<file path="config.mk">
export PLATFORM = sky130hd
export DESIGN_NAME = flit_decompressor_pipe
export DESIGN_NICKNAME = d
export VERILOG_FILES = /design/src/rtl/flitzip_pkg.sv /design/src/rtl/lane_decoder.sv /design/src/rtl/flit_decompressor_pipe.sv
export SDC_FILE = /design/constraint.sdc
export NUM_CORES = 1
export LEC_CHECK = 0
export CORE_AREA = 5 5 181 183
export CTS_CLUSTER_SIZE = 24
export DETAILED_ROUTE_END_ITERATION = 7
export DIE_AREA = 0 0 186 188
export GPL_TIMING_DRIVEN = 0
export PLACE_DENSITY = 0.82
export SKIP_LAST_GASP = 1
export SLEW_MARGIN = 5
export SYNTH_ARGS = -nofsm -noshare
export SYNTH_HDL_FRONTEND = slang
export SYNTH_SLANG_ARGS = --single-unit
</file>
<file path="constraint.sdc">
create_clock -name clk_in -period 5.8 [get_ports clk_in]
set_clock_uncertainty 0.05 [all_clocks]
set_input_delay 0.58 -clock clk_in [delete_from_list [all_inputs] [get_ports clk_in]]
set_output_delay 0.58 -clock clk_in [all_outputs]
set_load 0.1 [all_outputs]
</file>
<file path="src/rtl/flitzip_pkg.sv">
// Shared definitions for the base-delta flit compressor/decompressor.
// Pair layout, FSM encoding and code constants.
package flitzip_pkg;

  localparam int FLIT_WIDTH_DEF = 128;
  localparam int CHUNK_SIZE_DEF = 8;
  localparam int EN_BITS_DEF    = 3;
  localparam int NUM_PAIRS_DEF  = 4;

  localparam int CODE_RAW = 0;

  typedef enum logic {
    IDLE = 1'b0,
    BODY = 1'b1
  } state_t;

  function automatic int pair_w(
    input int en_bits,
    input int chunk_size
  );
    return en_bits + chunk_size;
  endfunction

  // Pair 0 occupies the MSBs of the metadata field.
  function automatic int pair_msb(
    input int meta_w,
    input int pw,
    input int k
  );
    return meta_w - 1 - k * pw;
  endfunction

endpackage

</file>
<file path="src/rtl/lane_decoder.sv">
// One lane of base-delta decode: sign-extend the low
// code bits of the chunk, then subtract the base.
module lane_decoder
  import flitzip_pkg::*;
#(
  parameter int CHUNK_SIZE = 8,
  parameter int EN_BITS    = 3
) (
  input  logic [EN_BITS-1:0]    code,
  input  logic [CHUNK_SIZE-1:0] base,
  input  logic [CHUNK_SIZE-1:0] chunk,
  output logic [CHUNK_SIZE-1:0] result
);

  localparam logic [EN_BITS-1:0] RAW = EN_BITS'(CODE_RAW);

  logic [CHUNK_SIZE-1:0] mask;
  logic [CHUNK_SIZE-1:0] top;
  logic [CHUNK_SIZE-1:0] xs;
  logic                  sgn;

  always_comb begin
    mask   = (CHUNK_SIZE'(1) << code) - CHUNK_SIZE'(1);
    top    = mask ^ (mask >> 1);
    sgn    = |(chunk & top);
    xs     = sgn ? (chunk | ~mask) : (chunk & mask);
    result = chunk;
    if (code == RAW) begin
      result = chunk;
    end else if (32'(code) < CHUNK_SIZE) begin
      result = xs - base;
    end else begin
      result = chunk - base;
    end
  end

endmodule

</file>
<file path="src/rtl/flit_decompressor_pipe.sv">
// Streaming base-delta flit decompressor with packet
// tracking, error flagging and a 1-deep output register.
module flit_decompressor_pipe
  import flitzip_pkg::*;
#(
  parameter int FLIT_WIDTH = FLIT_WIDTH_DEF,
  parameter int CHUNK_SIZE = CHUNK_SIZE_DEF,
  parameter int EN_BITS    = EN_BITS_DEF,
  parameter int NUM_PAIRS  = NUM_PAIRS_DEF
) (
  input  logic                  clk_in,
  input  logic                  rst_n_in,
  input  logic                  in_valid,
  output logic                  in_ready,
  input  logic                  is_head,
  input  logic                  is_tail,
  input  logic [FLIT_WIDTH-1:0] data_in,
  output logic                  out_valid,
  input  logic                  out_ready,
  output logic [FLIT_WIDTH-1:0] data_out,
  output logic                  out_is_head,
  output logic                  out_is_tail,
  output logic                  err_flag
);

  localparam int NUM_CHUNKS = FLIT_WIDTH / CHUNK_SIZE;
  localparam int PW = pair_w(EN_BITS, CHUNK_SIZE);
  localparam int MW = NUM_PAIRS * PW;
  localparam int IW = $clog2(NUM_PAIRS + 1);
  localparam logic [IW-1:0] IDX_MAX = IW'(NUM_PAIRS);

  state_t                state;
  state_t                state_n;
  logic [MW-1:0]         meta;
  logic [MW-1:0]         meta_n;
  logic [IW-1:0]         idx;
  logic [IW-1:0]         idx_n;
  logic                  accept;
  logic                  overrun;
  logic [PW-1:0]         pair;
  logic [EN_BITS-1:0]    code;
  logic [CHUNK_SIZE-1:0] base;
  logic [FLIT_WIDTH-1:0] dec;
  logic [FLIT_WIDTH-1:0] res_data;
  logic                  res_err;

  assign in_ready = !out_valid | out_ready;
  assign accept   = in_valid & in_ready;
  assign overrun  = idx >= IDX_MAX;

  always_comb begin
    pair = '0;
    for (int k = 0; k < NUM_PAIRS; k++) begin
      if (idx == IW'(k)) begin
        pair = meta[pair_msb(MW, PW, k) -: PW];
      end
    end
  end

  assign code = pair[PW-1 -: EN_BITS];
  assign base = pair[CHUNK_SIZE-1:0];

  for (genvar g = 0; g < NUM_CHUNKS; g++) begin : g_lane
    lane_decoder #(
      .CHUNK_SIZE(CHUNK_SIZE),
      .EN_BITS   (EN_BITS)
    ) u_lane (
      .code  (code),
      .base  (base),
      .chunk (data_in[g*CHUNK_SIZE +: CHUNK_SIZE]),
      .result(dec[g*CHUNK_SIZE +: CHUNK_SIZE])
    );
  end

  always_comb begin
    state_n  = state;
    meta_n   = meta;
    idx_n    = idx;
    res_data = data_in;
    res_err  = 1'b0;
    unique case (1'b1)
      is_head: begin
        meta_n  = data_in[FLIT_WIDTH-1 -: MW];
        idx_n   = '0;
        res_err = (state == BODY);
        state_n = is_tail ? IDLE : BODY;
      end
      !is_head && state == IDLE: begin
        res_err = 1'b1;
      end
      !is_head && state == BODY: begin
        if (overrun) begin
          res_err = 1'b1;
        end else begin
          res_data = dec;
          idx_n    = idx + 1'b1;
        end
        if (is_tail) begin
          state_n = IDLE;
          idx_n   = '0;
        end
      end
      default: ;
    endcase
  end

  always_ff @(posedge clk_in or negedge rst_n_in) begin
    if (!rst_n_in) begin
      state <= IDLE;
      meta  <= '0;
      idx   <= '0;
    end else if (accept) begin
      state <= state_n;
      meta  <= meta_n;
      idx   <= idx_n;
    end
  end

  always_ff @(posedge clk_in or negedge rst_n_in) begin
    if (!rst_n_in) begin
      out_valid   <= 1'b0;
      data_out    <= '0;
      out_is_head <= 1'b0;
      out_is_tail <= 1'b0;
      err_flag    <= 1'b0;
    end else if (in_ready) begin
      out_valid <= in_valid;
      if (in_valid) begin
        data_out    <= res_data;
        out_is_head <= is_head;
        out_is_tail <= is_tail;
        err_flag    <= res_err;
      end
    end
  end

endmodule
</file>
## Word level (Yosys, flattened, before mapping)

Cells that the tools add are included.

- Input port bits: 134
- Flip-flop bits (word level): 180
- Logic and storage cells: 159
- Output and inout port bits: 133

- Add/subtract/negate cells: 18
- Equality and inequality tests: 5
- Reduce and logical (&&, ||, !) cells: 27
- Shift operators: 1
- Bitwise logic cells: 53
- Mux-type cells: 46
- $lt $le $gt $ge: 1

Operator list:

| kind | count |
|---|---|
| AND 8 bit | 32 |
| two-way mux 128 bit | 2 |
| two-way mux 8 bit | 32 |
| bitwise OR 8 bit | 16 |
| OR reduction 8 bit | 16 |
| subtractor 8 bit | 16 |
| two-way mux 11 bit | 4 |
| inverter 8 bit | 1 |
| left shift 1 x 3 -> 8 bit, first input constant | 1 |
| subtractor 8 x 2 -> 8 bit, second input constant | 1 |
| XOR 8 x 7 -> 8 bit | 1 |
| == test 3 x 2 -> 1 bit, second input constant | 2 |
| zero test 3 bit | 2 |
| two-way mux 3 bit | 2 |
| case mux 3 bit (2 select lines) | 1 |
| AND reduction 3 bit | 2 |
| AND reduction 2 bit | 2 |
| adder 3 x 1 -> 3 bit, second input constant | 1 |
| == test 3 x 1 -> 1 bit, second input constant | 1 |
| greater-or-equal comparator 3 bit, second input constant | 1 |
| two-way mux 1 bit | 3 |
| inequality test 3 bit, second input constant | 1 |
| case mux 1 bit (3 select lines) | 1 |
| logical AND 1 bit | 2 |
| 7 further kinds | 8 |

## Depth between registers and ports, before layout

- Depth after elaboration: 15
- Depth in mapped cells: 32

## Modules after synthesis

A second synthesis with hierarchy kept.

- Cell total of the unflattened synthesis: 2804
- Area total of the unflattened synthesis: 22654.2 µm²

Modules (own cells, without submodules):

| module | cells an instance | times used | seq. area each (µm²) | area an instance (µm²) |
|---|---|---|---|---|
| lane_decoder | 119 | 16 | 0.0 | 897.1 |
| flit_decompressor_pipe | 900 | 1 | 4504.3 | 8300.5 |

## Worst setup path after synthesis

Ideal clock, no wire load.

- Kind: reg2reg
- From: register idx[0]
- To: register data_out[47]
- Period minus slack after synthesis: 5855 ps
- Required time: 5679 ps
- Slack: -55 ps
- Cell stages (with the launch flop): 30
- Buffers on the path: 4
- Arrival: 5734 ps
- Cells stage by stage: dfrtp_1 -> ha_1 -> ha_1 -> or2_1 -> buf_4 -> a221oi_2 -> nand2b_1 -> nor2_1 -> buf_2 -> clkinv_1 -> clkbuf_1 -> ha_1 -> clkinv_1 -> o211ai_1 -> and2_0 -> clkbuf_1 -> mux2i_1 -> o22ai_1 -> a211oi_2 -> a21oi_1 -> ha_1 -> nor2b_1 -> o21ai_0 -> nand2b_1 -> a21o_1 -> a21o_1 -> a31oi_1 -> xnor2_1 -> or3_1 -> nand3_1

- Word-level cells in the longest chain between the ends: 15
- Elaborated cells between the ends (all ways): 23
- Those cells by class: add/sub (2); order compare (1); eq/ne (3); shift (1); mux (8); bitwise (5); reduce/logical (3)

Ends and longest elaborated chain:

| item | line | source |
|---|---|---|
| start, declared | flit_decompressor_pipe.sv:36 | `logic [IW-1:0] idx;` |
| start signal, assigned | flit_decompressor_pipe.sv:115 | `idx <= idx_n;` |
| zero test 3 bit | flit_decompressor_pipe.sv:54 | `if (idx == IW'(k)) begin` |
| two-way mux 11 bit (4 in a row) | flit_decompressor_pipe.sv:54 |  |
| left shift 1 x 3 -> 8 bit | lane_decoder.sv:23 | `mask = (CHUNK_SIZE'(1) << code) - CHUNK_SIZE'(1);` |
| subtractor 8 x 2 -> 8 bit | lane_decoder.sv:23 |  |
| XOR 8 x 7 -> 8 bit | lane_decoder.sv:24 | `top = mask ^ (mask >> 1);` |
| AND 8 bit | lane_decoder.sv:25 | `sgn = \|(chunk & top);` |
| OR reduction 8 bit | lane_decoder.sv:25 |  |
| two-way mux 8 bit | lane_decoder.sv:26 | `xs = sgn ? (chunk \| ~mask) : (chunk & mask);` |
| subtractor 8 bit | lane_decoder.sv:31 | `result = xs - base;` |
| two-way mux 8 bit | lane_decoder.sv:28 | `if (code == RAW) begin` |
| two-way mux 128 bit * | flit_decompressor_pipe.sv:92 | `if (overrun) begin` |
| two-way mux 128 bit * | flit_decompressor_pipe.sv:81 | `unique case (1'b1)` |
| end signal, assigned | flit_decompressor_pipe.sv:129 | `data_out <= res_data;` |
| end, declared | flit_decompressor_pipe.sv:20 | `output logic [FLIT_WIDTH-1:0] data_out,` |

Every way passes the cells marked *; elsewhere a longest branch is shown, timed or not.
A chain may end at the register's enable or synchronous reset.

## Worst setup path after layout

- From: register idx[0]
- To: register data_out[103]

Same word-level chain as after synthesis.

==> results.json <==
{
  "reg2reg_to": "data_out[103]",
  "start_kind": "register",
  "synth_top_area_share_pct": 30.2,
  "hold_violations": 1,
  "synth_cells": 1870,
  "setup_tns_ns": 0,
  "cp_data_required_time_ns": 6.14,
  "yosysUniqueCellTypes": 68,
  "viasPerCell": 6.47,
  "fmaxAchievable_mhz": 175,
  "synth_edf_count": 0,
  "drive_gt1_share_pct": 11.1,
  "dpl_cell_area_um2": 18300,
  "max-cap-violations": 0,
  "clk_pin_slew_ns": 0.09,
  "std_cell_rows": 65,
  "outcome": "finished, violations left",
  "post_cts_hold_buffer_count": 0,
  "fin_nets": 2464,
  "holdWs_ns": -0.000261,
  "synth_area_um2": 14900,
  "tightest_slew_ns": 1.39,
  "ff2ff_path_depth": 29,
  "grt_start_max_net_pins": 111,
  "post-synth-top-area-cell": "dfrtp_1",
  "avgSynthCellArea_um2": 7.98,
  "period_needed_ns": 5.71,
  "first_global_vias": 16500,
  "synth_ff_type": "dfrtp_1",
  "critical_path_class": "register to register",
  "cts_buffer_depth": 2,
  "wl_per_cell_um": 24.9,
  "die_x_um": 186,
  "critPathSlowestCell": "dfrtp_2",
  "yosysWarnings": 0,
  "violations": "negative hold slack",
  "ant_nets": 0,
  "stdcell_count": 2613,
  "hpwl_um": 46200,
  "area_growth_pct": 32.6,
  "routed-via-count": 16900,
  "routed-wl-met3_um": 8570,
  "grt_remaining_overflow": 0,
  "die_h_um": 188,
  "firstDrtPassIters": 6,
  "cts_made_buffers": 17,
  "cts.sinks": 180,
  "drc_errors": 0,
  "hp-class": "input port to async pin",
  "synth_area_leaders": "dfrtp_1 30%, ha_1 9.9%, a21oi_1 8.5%",
  "crit_arrival_ns": 6.04,
  "dp_cells": 2544,
  "initial_utilization_pct": 48.0,
  "cts_tree": "done",
  "antenna_found_initial": 2,
  "track_usage_pct": 36.2,
  "core_um2": 31100,
  "setup_viol": 0,
  "gp_congestion": 1.01,
  "htree_levels": 4,
  "finalMaxSlewViolations": 0,
  "first_iter_violations": 2536,
  "crit_fanout": 10,
  "synth-seq-cells": 180,
  "num_io_pins": 267,
  "relSlewSlack_pct": 7.28,
  "grt_pass1_wl_um": 97000,
  "mostFrequentLayoutCell": "clkdlybuf4s50_1",
  "wl_met1_um": 23900,
  "port_buffers": 265,
  "layout.cells.most_common_list": "264 x clkdlybuf4s50_1, 240 x a21oi_1, 214 x nand2_1, 188 x o21ai_0, 186 x nor2_1",
  "highest_layer": "met5",
  "r2r_slack_ns": 0.09,
  "insertion_delay_ns": 0.46,
  "design.die.area_um2": 35000,
  "syn-num-nets": 2138,
  "wirelength_um": 65100,
  "crit_path_end_kind": "register",
  "max_stage_delay_ns": 0.45,
  "period_share_pct": 98.4,
  "cts_root_buffer": "clkbuf_16",
  "synth_seq_area_share_pct": 30.2,
  "regToRegStartpoint": "idx[0]",
  "met2WireLength_um": 27900,
  "fin_area_um2": 19800,
  "synth-async-reset-ratio_pct": 100
}
per-layer routing:
metal	global-route usage (%)	vias to the layer above
li1	-	7276
met1	46.9	7918
met2	54.1	1347
met3	9.62	352
met4	21.2	2
met5	0	-
cells in the mapped netlist (6+ instances only):
library cell and number:
nand2b_1 38, xor2_1 22, mux2_2 47, a21o_1 54, nand2_1 215, ha_1 118
nor2_1 189, fa_1 16, and3_1 28, nor4_1 6, o2bb2ai_1 7, and2_1 10
a22oi_1 13, nor2b_1 49, nor3_1 37, o211ai_1 8, a211oi_1 11, a31oi_1 17
a21oi_1 252, xnor2_1 63, nand3_1 26, inv_1 35, clkbuf_1 99, a222oi_1 11
dfrtp_1 180, mux2i_1 16, o21ai_0 194, or3_1 12, buf_2 13
kinds of logic after synthesis:
logic type / count (synthesis) / synth area share (%)
AO/OA/AOI/OAI: 619 / 24.3
multiplexers: 63 / 4.62
XOR/XNOR: 86 / 5.10
flip-flops: 180 / 30.2
adder cells (fa/ha/maj): 134 / 12.0
AND/OR/NAND/NOR: 626 / 19.2
buffers and inverters: 162 / 4.56
stage by stage:
step | setup WS [ns] | utilization, %
2_1_floorplan | 0.113 | -
3_3_place_gp | -3.42 | 58.2
3_5_place_dp | -2.20 | 58.8
4_1_cts | 0.00131 | 62.1
5_1_grt | -0.0754 | 63.7
6_report | 0.0935 | 63.7
worst max-delay path by stage:
stage,from,end,slack (ns),depth (start not counted)
2_1_floorplan,idx[0],data_out[47],0.11,29
3_3_place_gp,rst_n_in,data_out[33],-3.42,1
3_5_place_dp,idx[0],data_out[111],-2.20,26
4_1_cts,idx[1],data_out[87],0.001,32
5_1_grt,idx[0],data_out[54],-0.08,29
6_report,idx[0],data_out[103],0.09,29
what timing repair did:
action / 4_1_cts / 5_1_grt
buffers inserted: 17 / 23
gates resized for setup: 73 / 74
cloned: 1 / 2
endpoints found under the setup margin: 128 / 61
pin swaps: 10 / 17
final cells by class:
type	instances	area (um^2)
flip-flops and latches	180	4510
well taps	402	503
fillers	2602	11300
clock inverters	15	178
multi-input cells	1528	10200
plain buffers	116	654
repair buffers	315	3170
diodes	2	5.00
clock buffers	17	425
inverters	38	166
worst max-delay path: cells and delay by family, from the launching register on:
family,cells,cell delay (ns)
AO/OA/AOI/OAI,9,1.67
XOR/XNOR,1,0.10
adder cells (fa/ha/maj),3,0.76
buffers and inverters,8,1.24
flip-flops,1,0.45
multiplexers,1,0.16
AND/OR/NAND/NOR,7,1.19
sequential cells by signal, summed over array words and instances (netlist names):
register and cells:
err_flag 1, out_is_head 1, out_is_tail 1, state 1, idx 3, meta 44, out_valid 1, data_out 128
Power is not shown: default switching activity piles up to over one toggle a cycle in this logic, so the estimate is an artifact.
